`src/rtl/cpu_types_pkg.sv`:
```
// Shared CPU datapath types.
//   word_t     : 32-bit architectural data word
//   regbits_t  : 5-bit register index (r0..r31, r0 reads as zero)
//   wb_entry_t : one pending register-file write (destination + data)
package cpu_types_pkg;

  typedef logic [31:0] word_t;
  typedef logic [4:0]  regbits_t;

  typedef struct packed {
    regbits_t wsel;
    word_t    wdat;
  } wb_entry_t;

endpackage

```
`src/rtl/wb_fifo.sv`:
```
// Small FIFO of register-file write entries, used to park long-latency-unit
// results until the rf write port is free.
// Ports:
//   CLK, RST     : clock, asynchronous active-high reset
//   push, din    : enqueue din (caller never pushes when full)
//   pop, dout    : dequeue; dout is the current head (valid when !empty)
//   full, empty  : occupancy flags
// DEPTH must be a power of two so the pointers wrap naturally.
module wb_fifo
  import cpu_types_pkg::*;
#(
  parameter int DEPTH = 2
) (
  input  logic      CLK,
  input  logic      RST,
  input  logic      push,
  input  logic      pop,
  input  wb_entry_t din,
  output wb_entry_t dout,
  output logic      full,
  output logic      empty
);

  localparam int AW = $clog2(DEPTH);
  localparam int CW = AW + 1;

  logic [AW-1:0] wr_ptr_q, wr_ptr_d;
  logic [AW-1:0] rd_ptr_q, rd_ptr_d;
  logic [CW-1:0] count_q, count_d;
  wb_entry_t     mem_q [DEPTH];

  // NOTE: combinational blocks use blocking assignments and assign every
  // output first, so no latch is inferred; flops below use non-blocking only.
  always_comb begin
    wr_ptr_d = wr_ptr_q + AW'(push);
    rd_ptr_d = rd_ptr_q + AW'(pop);
    // Simultaneous push and pop leave the count unchanged.
    count_d  = count_q + CW'(push) - CW'(pop);
  end

  assign full  = (count_q == CW'(DEPTH));
  assign empty = (count_q == '0);
  assign dout  = mem_q[rd_ptr_q];

  always_ff @(posedge CLK or posedge RST) begin
    if (RST) begin
      wr_ptr_q <= '0;
      rd_ptr_q <= '0;
      count_q  <= '0;
    end else begin
      wr_ptr_q <= wr_ptr_d;
      rd_ptr_q <= rd_ptr_d;
      count_q  <= count_d;
    end
  end

  // NOTE: storage is deliberately not reset; the count guards every read, so
  // stale contents are never observed and the array stays plain RAM.
  always_ff @(posedge CLK) begin
    if (push) mem_q[wr_ptr_q] <= din;
  end

endmodule

```
`src/rtl/regfile_wb_arbiter.sv`:
```
// Write-side master for the 32x32 register file. Merges in-order pipeline
// writeback and long-latency-unit (mul/div) results onto the single rf write
// port, and tracks which registers still await an LU result.
// Ports:
//   CLK, RST                     : clock, asynchronous active-high reset
//   pipe_wen/pipe_wsel/pipe_wdat : pipeline writeback (always has priority)
//   lu_valid/lu_wsel/lu_wdat     : LU result, transferred when lu_ready=1
//   lu_ready                     : result FIFO not full
//   iss_valid/iss_wsel           : LU op issue, marks destination pending
//   chk_rsel1/2, chk_busy1/2     : decode pending lookup (combinational)
//   rf_WEN/rf_wsel/rf_wdat       : registered rf write port
module regfile_wb_arbiter
  import cpu_types_pkg::*;
#(
  parameter int QDEPTH = 2
) (
  input  logic     CLK,
  input  logic     RST,
  input  logic     pipe_wen,
  input  regbits_t pipe_wsel,
  input  word_t    pipe_wdat,
  input  logic     lu_valid,
  input  regbits_t lu_wsel,
  input  word_t    lu_wdat,
  output logic     lu_ready,
  input  logic     iss_valid,
  input  regbits_t iss_wsel,
  input  regbits_t chk_rsel1,
  input  regbits_t chk_rsel2,
  output logic     chk_busy1,
  output logic     chk_busy2,
  output logic     rf_WEN,
  output regbits_t rf_wsel,
  output word_t    rf_wdat
);

  logic      fifo_full, fifo_empty, fifo_push, fifo_pop;
  wb_entry_t fifo_head, lu_entry;
  logic      pipe_act;

  logic        rf_wen_q, rf_wen_d;
  regbits_t    rf_wsel_q, rf_wsel_d;
  word_t       rf_wdat_q, rf_wdat_d;
  // Remembers that the current rf write came from the FIFO, so the matching
  // pending bit is cleared on the edge the register file captures it.
  logic        rf_from_fifo_q, rf_from_fifo_d;
  logic [31:0] pending_q, pending_d;

  // No same-cycle pop credit: readiness depends on the stored count only.
  assign lu_ready = !fifo_full;
  // Results for r0 complete the handshake but are never queued.
  assign fifo_push = lu_valid && !fifo_full && (lu_wsel != '0);
  assign lu_entry  = '{wsel: lu_wsel, wdat: lu_wdat};

  // A pipe write to r0 is not a write, so the FIFO may use the port.
  assign pipe_act = pipe_wen && (pipe_wsel != '0);
  assign fifo_pop = !pipe_act && !fifo_empty;

  wb_fifo #(.DEPTH(QDEPTH)) u_fifo (
    .CLK   (CLK),
    .RST   (RST),
    .push  (fifo_push),
    .pop   (fifo_pop),
    .din   (lu_entry),
    .dout  (fifo_head),
    .full  (fifo_full),
    .empty (fifo_empty)
  );

  always_comb begin
    rf_wen_d       = 1'b0;
    rf_wsel_d      = rf_wsel_q;
    rf_wdat_d      = rf_wdat_q;
    rf_from_fifo_d = 1'b0;
    if (pipe_act) begin
      rf_wen_d  = 1'b1;
      rf_wsel_d = pipe_wsel;
      rf_wdat_d = pipe_wdat;
    end else if (fifo_pop) begin
      rf_wen_d       = 1'b1;
      rf_wsel_d      = fifo_head.wsel;
      rf_wdat_d      = fifo_head.wdat;
      rf_from_fifo_d = 1'b1;
    end

    // Clear first, then set, so a same-edge re-issue keeps the bit.
    pending_d = pending_q;
    if (rf_wen_q && rf_from_fifo_q) pending_d[rf_wsel_q] = 1'b0;
    if (iss_valid && (iss_wsel != '0)) pending_d[iss_wsel] = 1'b1;
    pending_d[0] = 1'b0;
  end

  always_ff @(posedge CLK or posedge RST) begin
    if (RST) begin
      rf_wen_q       <= 1'b0;
      rf_wsel_q      <= '0;
      rf_wdat_q      <= '0;
      rf_from_fifo_q <= 1'b0;
      pending_q      <= '0;
    end else begin
      rf_wen_q       <= rf_wen_d;
      rf_wsel_q      <= rf_wsel_d;
      rf_wdat_q      <= rf_wdat_d;
      rf_from_fifo_q <= rf_from_fifo_d;
      pending_q      <= pending_d;
    end
  end

  assign chk_busy1 = pending_q[chk_rsel1];
  assign chk_busy2 = pending_q[chk_rsel2];
  assign rf_WEN    = rf_wen_q;
  assign rf_wsel   = rf_wsel_q;
  assign rf_wdat   = rf_wdat_q;

endmodule

```
`config.mk`:
```
export PLATFORM = sky130hd
export DESIGN_NAME = regfile_wb_arbiter
export DESIGN_NICKNAME = d
export VERILOG_FILES = /design/src/rtl/cpu_types_pkg.sv /design/src/rtl/wb_fifo.sv /design/src/rtl/regfile_wb_arbiter.sv
export SDC_FILE = /design/constraint.sdc
export NUM_CORES = 1
export LEC_CHECK = 0
export CORE_ASPECT_RATIO = 0.7
export CORE_MARGIN = 1
export CORE_UTILIZATION = 55
export DETAILED_ROUTE_END_ITERATION = 16
export GPL_TIMING_DRIVEN = 0
export PLACE_DENSITY = 0.85
export SYNTH_ARGS = -nofsm -noshare
export SYNTH_HDL_FRONTEND = slang
export SYNTH_SLANG_ARGS = --single-unit
```
`constraint.sdc`:
```
create_clock -name CLK -period 3.3 [get_ports CLK]
set_input_delay 0.33 -clock CLK [delete_from_list [all_inputs] [get_ports CLK]]
set_output_delay 0.33 -clock CLK [all_outputs]
set_load 0.005 [all_outputs]
```
# == Word level (Yosys, flattened, before mapping) ==
# Memories as Yosys holds them, arrays and structs flattened.
# Cells that the tools add are included.
# totals
word_cells,58
out_inout_bits,41
ram_bits,74
memories,1
ff_bits,74
# classes
add_sub_neg,4
magnitude_cmp,6
muxes,19
n_bitwise,3
reduce_logical,16
n_eq_ne,1
# mem_list
name,depth,width,read_ports,rd_ports_with_merged_regs,write_ports,line_no,source
u_fifo.mem_q,2,37,1,0,1,wb_fifo.sv:30,wb_entry_t mem_q [DEPTH];
# op_table
op,n
32-bit 2-to-1 mux,4
32-bit AND,1
32-bit inverter,1
32-bit bitwise OR,1
5-bit by 6-bit less-than comparator with 1-bit output (second input constant),4
5-bit nonzero test,3
1-bit binary-select mux with 5-bit select,2
1-bit demux with 5-bit select,2
5-bit by 1-bit >= comparator with 1-bit output (second input constant),2
5-bit 2-to-1 mux,2
1-bit 2-to-1 mux,9
1-bit logical AND,8
1-bit logical NOT,3
1-bit adder,2
2-bit by 1-bit adder with 2-bit output,1
2-bit equality test (second input constant),1
2-bit logical NOT,1
2-bit nonzero test,1
2-bit by 1-bit subtractor with 2-bit output,1

# == Longest topological paths before layout ==
# logic_depth
word_depth,9
ltp_mapped,9

# == Cells and area by module ==
# From an unflattened synthesis, not the netlist that was laid out.
# hier_totals
hier_cells,493
hier_area_um2,6712.7
# modules_own_cells
module,seq_area_each_um2,cells_per_inst,area_per_inst_um2,n_inst
regfile_wb_arbiter,1751.7,361,3748.6,1
wb_fifo,2322.2,132,2964.1,1

# == Least setup slack after synthesis ==
# OpenSTA, ideal clock, no wires.
# synth_path
kind,flip-flop to flip-flop
start,register u_fifo.count_q[1]
end,"memory u_fifo.mem_q[1][0] in the netlist's numbering, enable pin"
setup_time_ns,0.398
t_arrival_ns,1.712
synth_period_minus_slack_ns,2.110
required_ns,2.902
path_stages_with_launch,5
path_slack_ns,1.190
cell_sequence,dfrtp_1 nand2_1 nand2_1 a21oi_1 ha_1
# synth_via
elab_chain_len,6
# synth_lines
element,line_no,source
"start, declared",wb_fifo.sv:29,"logic [CW-1:0] count_q, count_d;"
"start signal, assigned",wb_fifo.sv:53,count_q <= count_d;
2-bit equality test,wb_fifo.sv:41,assign full = (count_q == CW'(DEPTH));
1-bit logical NOT,n/a,
net lu_ready,regfile_wb_arbiter.sv:25,"output logic lu_ready,"
1-bit logical AND (2 in series),regfile_wb_arbiter.sv:52,assign fifo_push = lu_valid && !fifo_full && (lu_wsel != '0);
1-bit 2-to-1 mux,wb_fifo.sv:60,if (push) mem_q[wr_ptr_q] <= din;
1-bit 2-to-1 mux (implied by the code),wb_fifo.sv:60,
"end, declared",wb_fifo.sv:30,
# The timed path passes the listed nets, and every way through them passes these cells.

# == Worst setup path in the final report ==
# layout_path
start,input port chk_rsel1[2]
end,output port chk_busy1
# layout_via
elab_chain_len,2
# layout_lines
element,line_no,source
"start, declared",regfile_wb_arbiter.sv:28,"input regbits_t chk_rsel1,"
1-bit binary-select mux with 5-bit select,regfile_wb_arbiter.sv:109,assign chk_busy1 = pending_q[chk_rsel1];
1-bit 2-to-1 mux (implied by the code),regfile_wb_arbiter.sv:109,
"end, declared",regfile_wb_arbiter.sv:30,"output logic chk_busy1,"
# No other way between the ends. The select of a mux whose other input is x is not followed.

==> reports/metrics.yaml <==
status: "finished, final reports clean"
path_clk_slew_ns: 0.06
synth.distinct_cells: 34
relSlewSlack_pct: 58.7
antenna_found_initial: 0
r2r-end: "u_fifo.count_q[1]"
multiInputGateArea_um2: 2290
post_cts.repair.setup_buffers: 0
layout.cells.non_filler: 857
cts_sinks: 148
maxCapViolCount: 0
fin_crit_sh_pct: 75.7
fillers: 684
cp_common_cell: "clkdlybuf4s50_1"
ir_worst_vdd_mv: 0.521
rr_worst_depth: 9
clk_latency_ns: 0.42
antenna_cells: 0
grt_max_degree: 51
fp.dieW_um: 133
netlist_top_cells_area: "edfxtp_1, dfrtp_1, mux2i_1"
r2r_slack_ns: 1.12
fp.dieH_um: 93.5
grt.total_usage_pct: 29.5
cp_data_arrival_time_ns: 2.17
netlist.area_leader.share_pct: 33.8
nNetsFinal: 789
ys_warn_count: 0
fin_area_um2: 8750
critPathKind: "in -> out"
worst_pin_slew_ns: 0.620
endpoint: "chk_busy1"
routed_wl_mm: 17.2
clock.fmax_mhz: 400
io_buffers: 130
synth_common_cells: "dfrtp_1, edfxtp_1, o21ai_0, mux2i_1, nor2_1"
crit_chain: "clkdlybuf4s50_1, buf_2, mux2i_1, a22oi_1, nand3_1, nand4_1, clkdlybuf4s50_1"
place_hpwl_mm: 11.7
start_util_pct: 58.0
area_delta_synth_final_pct: 33.1
ys_seq_area_share_pct: 62.0
finalSetupViolCount: 0
slowest_delay_ns: 0.53
setup_slack_ns: 0.801
clock_skew_ns: 0.00676
htree_levels: 4
synth_top_area_cell: "edfxtp_1"
layout-drive-gt1-share_pct: 13.1
place_congestion: 0.926
cts_resized: 0
dp.cells: 825
route.vias.total: 5158
startpoint: "chk_rsel1[2]"
final_max_slew_viol_count: 0
pre_cts_ws_ns: 0.695
period_needed_ns: 2.50
p_leak_uw: 0.00338
wire_per_inst_um: 20.1
grt_overflow_total: 0
drtPass1Iterations: 5
synthesis.nets: 637
tns_ns: 0
cp-end-kind: "primary output"
cts_tree: "done"
path_max_fanout: 10
die_area_um2: 12400
power_density_nw_per_um2: 825
cpMaxStageDelayCell: "clkdlybuf4s50_1"
grt_pass1_vias: 5176
worstPathRequired_ns: 2.97
avgSynthCellArea_um2: 12.2
ys_ff_latch: 148
viasPerCell: 6.02
cts_made_buffers: 17
drc: 0
grt_pass1_wl_mm: 27.2
postCtsHoldBufs: 0
pin_count: 135
hold_viol_final: 0
rsz0062_at_grt: "false"
core_area_um2: 11300
synth_edf_count: 74
clock_path_buffers: 2
regArea_um2: 4070
dpl_cell_area_um2: 8160
root_buffer: "clkbuf_16"
async_reset_ff_share_pct: 50.0
fp-row-count: 32
regToRegStartpoint: "u_fifo.count_q[1]"
cp-start-kind: "input pin"
ys.flop_type: "edfxtp_1"
hold_path.class: "in -> async"
antenna_left: 0
synth_cells: 539
drt_iter0_drc: 398
final_util_pct: 77.2
syn-cell-area_um2: 6570
## report_power, final
part	switching [uW]	total [uW]	leakage (uW)	internal (uW)
registers	354	2890	0.00152	2540
logic	1280	2380	0.00158	1100
clock network	754	1940	0.000275	1190
total	2390	7220	0.00338	4830
## stage by stage
stage	hold slack [ns]	total power, uW
6_report	0.266	7220
5_1_grt	0.295	7550
4_1_cts	0.270	7200
3_5_place_dp	0.499	5230
3_3_place_gp	0.484	5050
2_1_floorplan	0.429	4190
## worst max-delay path, delay by kind of cell
kind,cells,cell delay (ns)
muxes,1,0.11
and+or+nand+nor,2,0.19
AOI/OAI and AO/OA,1,0.22
buffers and inverters,3,1.31
## layout make-up
class                           count  share of cell area [%]
Multi-Input combinational cell    355                    26.2
Timing Repair Buffer              133                    15.8
Clock inverter                     13                    1.83
Clock buffer                       19                    4.95
Buffer                             29                    2.10
Inverter                            7                   0.329
Sequential cell                   148                    46.6
Tap cell                          153                    2.19
## cells in the final DEF (no fill, tap or decap), types with 17 or more instances in the layout
cell,n
o21ai_0,61
clkdlybuf4s50_1,130
mux2i_1,55
dfrtp_1,74
clkbuf_16,17
o21ai_2,26
edfxtp_1,74
nor2_1,45
a21oi_1,44
nand2_1,44
## worst min-delay path by stage
stage                            startpoint                  to  slack [ns]  cells past startpoint
after CTS                               RST         rf_wdat[19]        0.27                      2
after global routing                    RST         rf_wdat[19]        0.30                      2
final                                   RST         rf_wdat[11]        0.27                      2
after detailed placement  u_fifo.count_q[1]   u_fifo.count_q[1]        0.50                      1
after floorplan                  lu_wdat[0]  u_fifo.mem_q[0][0]        0.43                      0
after global placement    u_fifo.count_q[1]   u_fifo.count_q[1]        0.48                      1
## flip-flops by register name, indices dropped and copies added (netlist names)
register         cells
rf_wsel              5
u_fifo.rd_ptr_q      1
pending_q           31
rf_from_fifo_q       1
u_fifo.wr_ptr_q      1
u_fifo.count_q       2
rf_WEN               1
u_fifo.mem_q        74
rf_wdat             32
## layer usage
metal | routed length [um] | share of wire [%] | global-route usage (%) | vias to the layer above
li1 | - | - | - | 2300
met1 | 7080 | 41 | 38.1 | 2531
met2 | 8380 | 49 | 48.5 | 293
met3 | 1460 | 8.5 | 7.43 | 34
met4 | 272 | 1.6 | 10.9 | 0
met5 | 0 | 0 | 0 | -
## kinds of logic after synthesis
kind of cell	Yosys count	share of synthesized area [%]
muxes	61	10.4
AOI/OAI and AO/OA	154	13.7
adders and majority gates	4	0.762
buffers and inverters	36	3.20
xor gates and xnor gates	3	0.400
DFF	148	62.0
and+or+nand+nor	133	9.56
(Power assumes the default switching activity.)
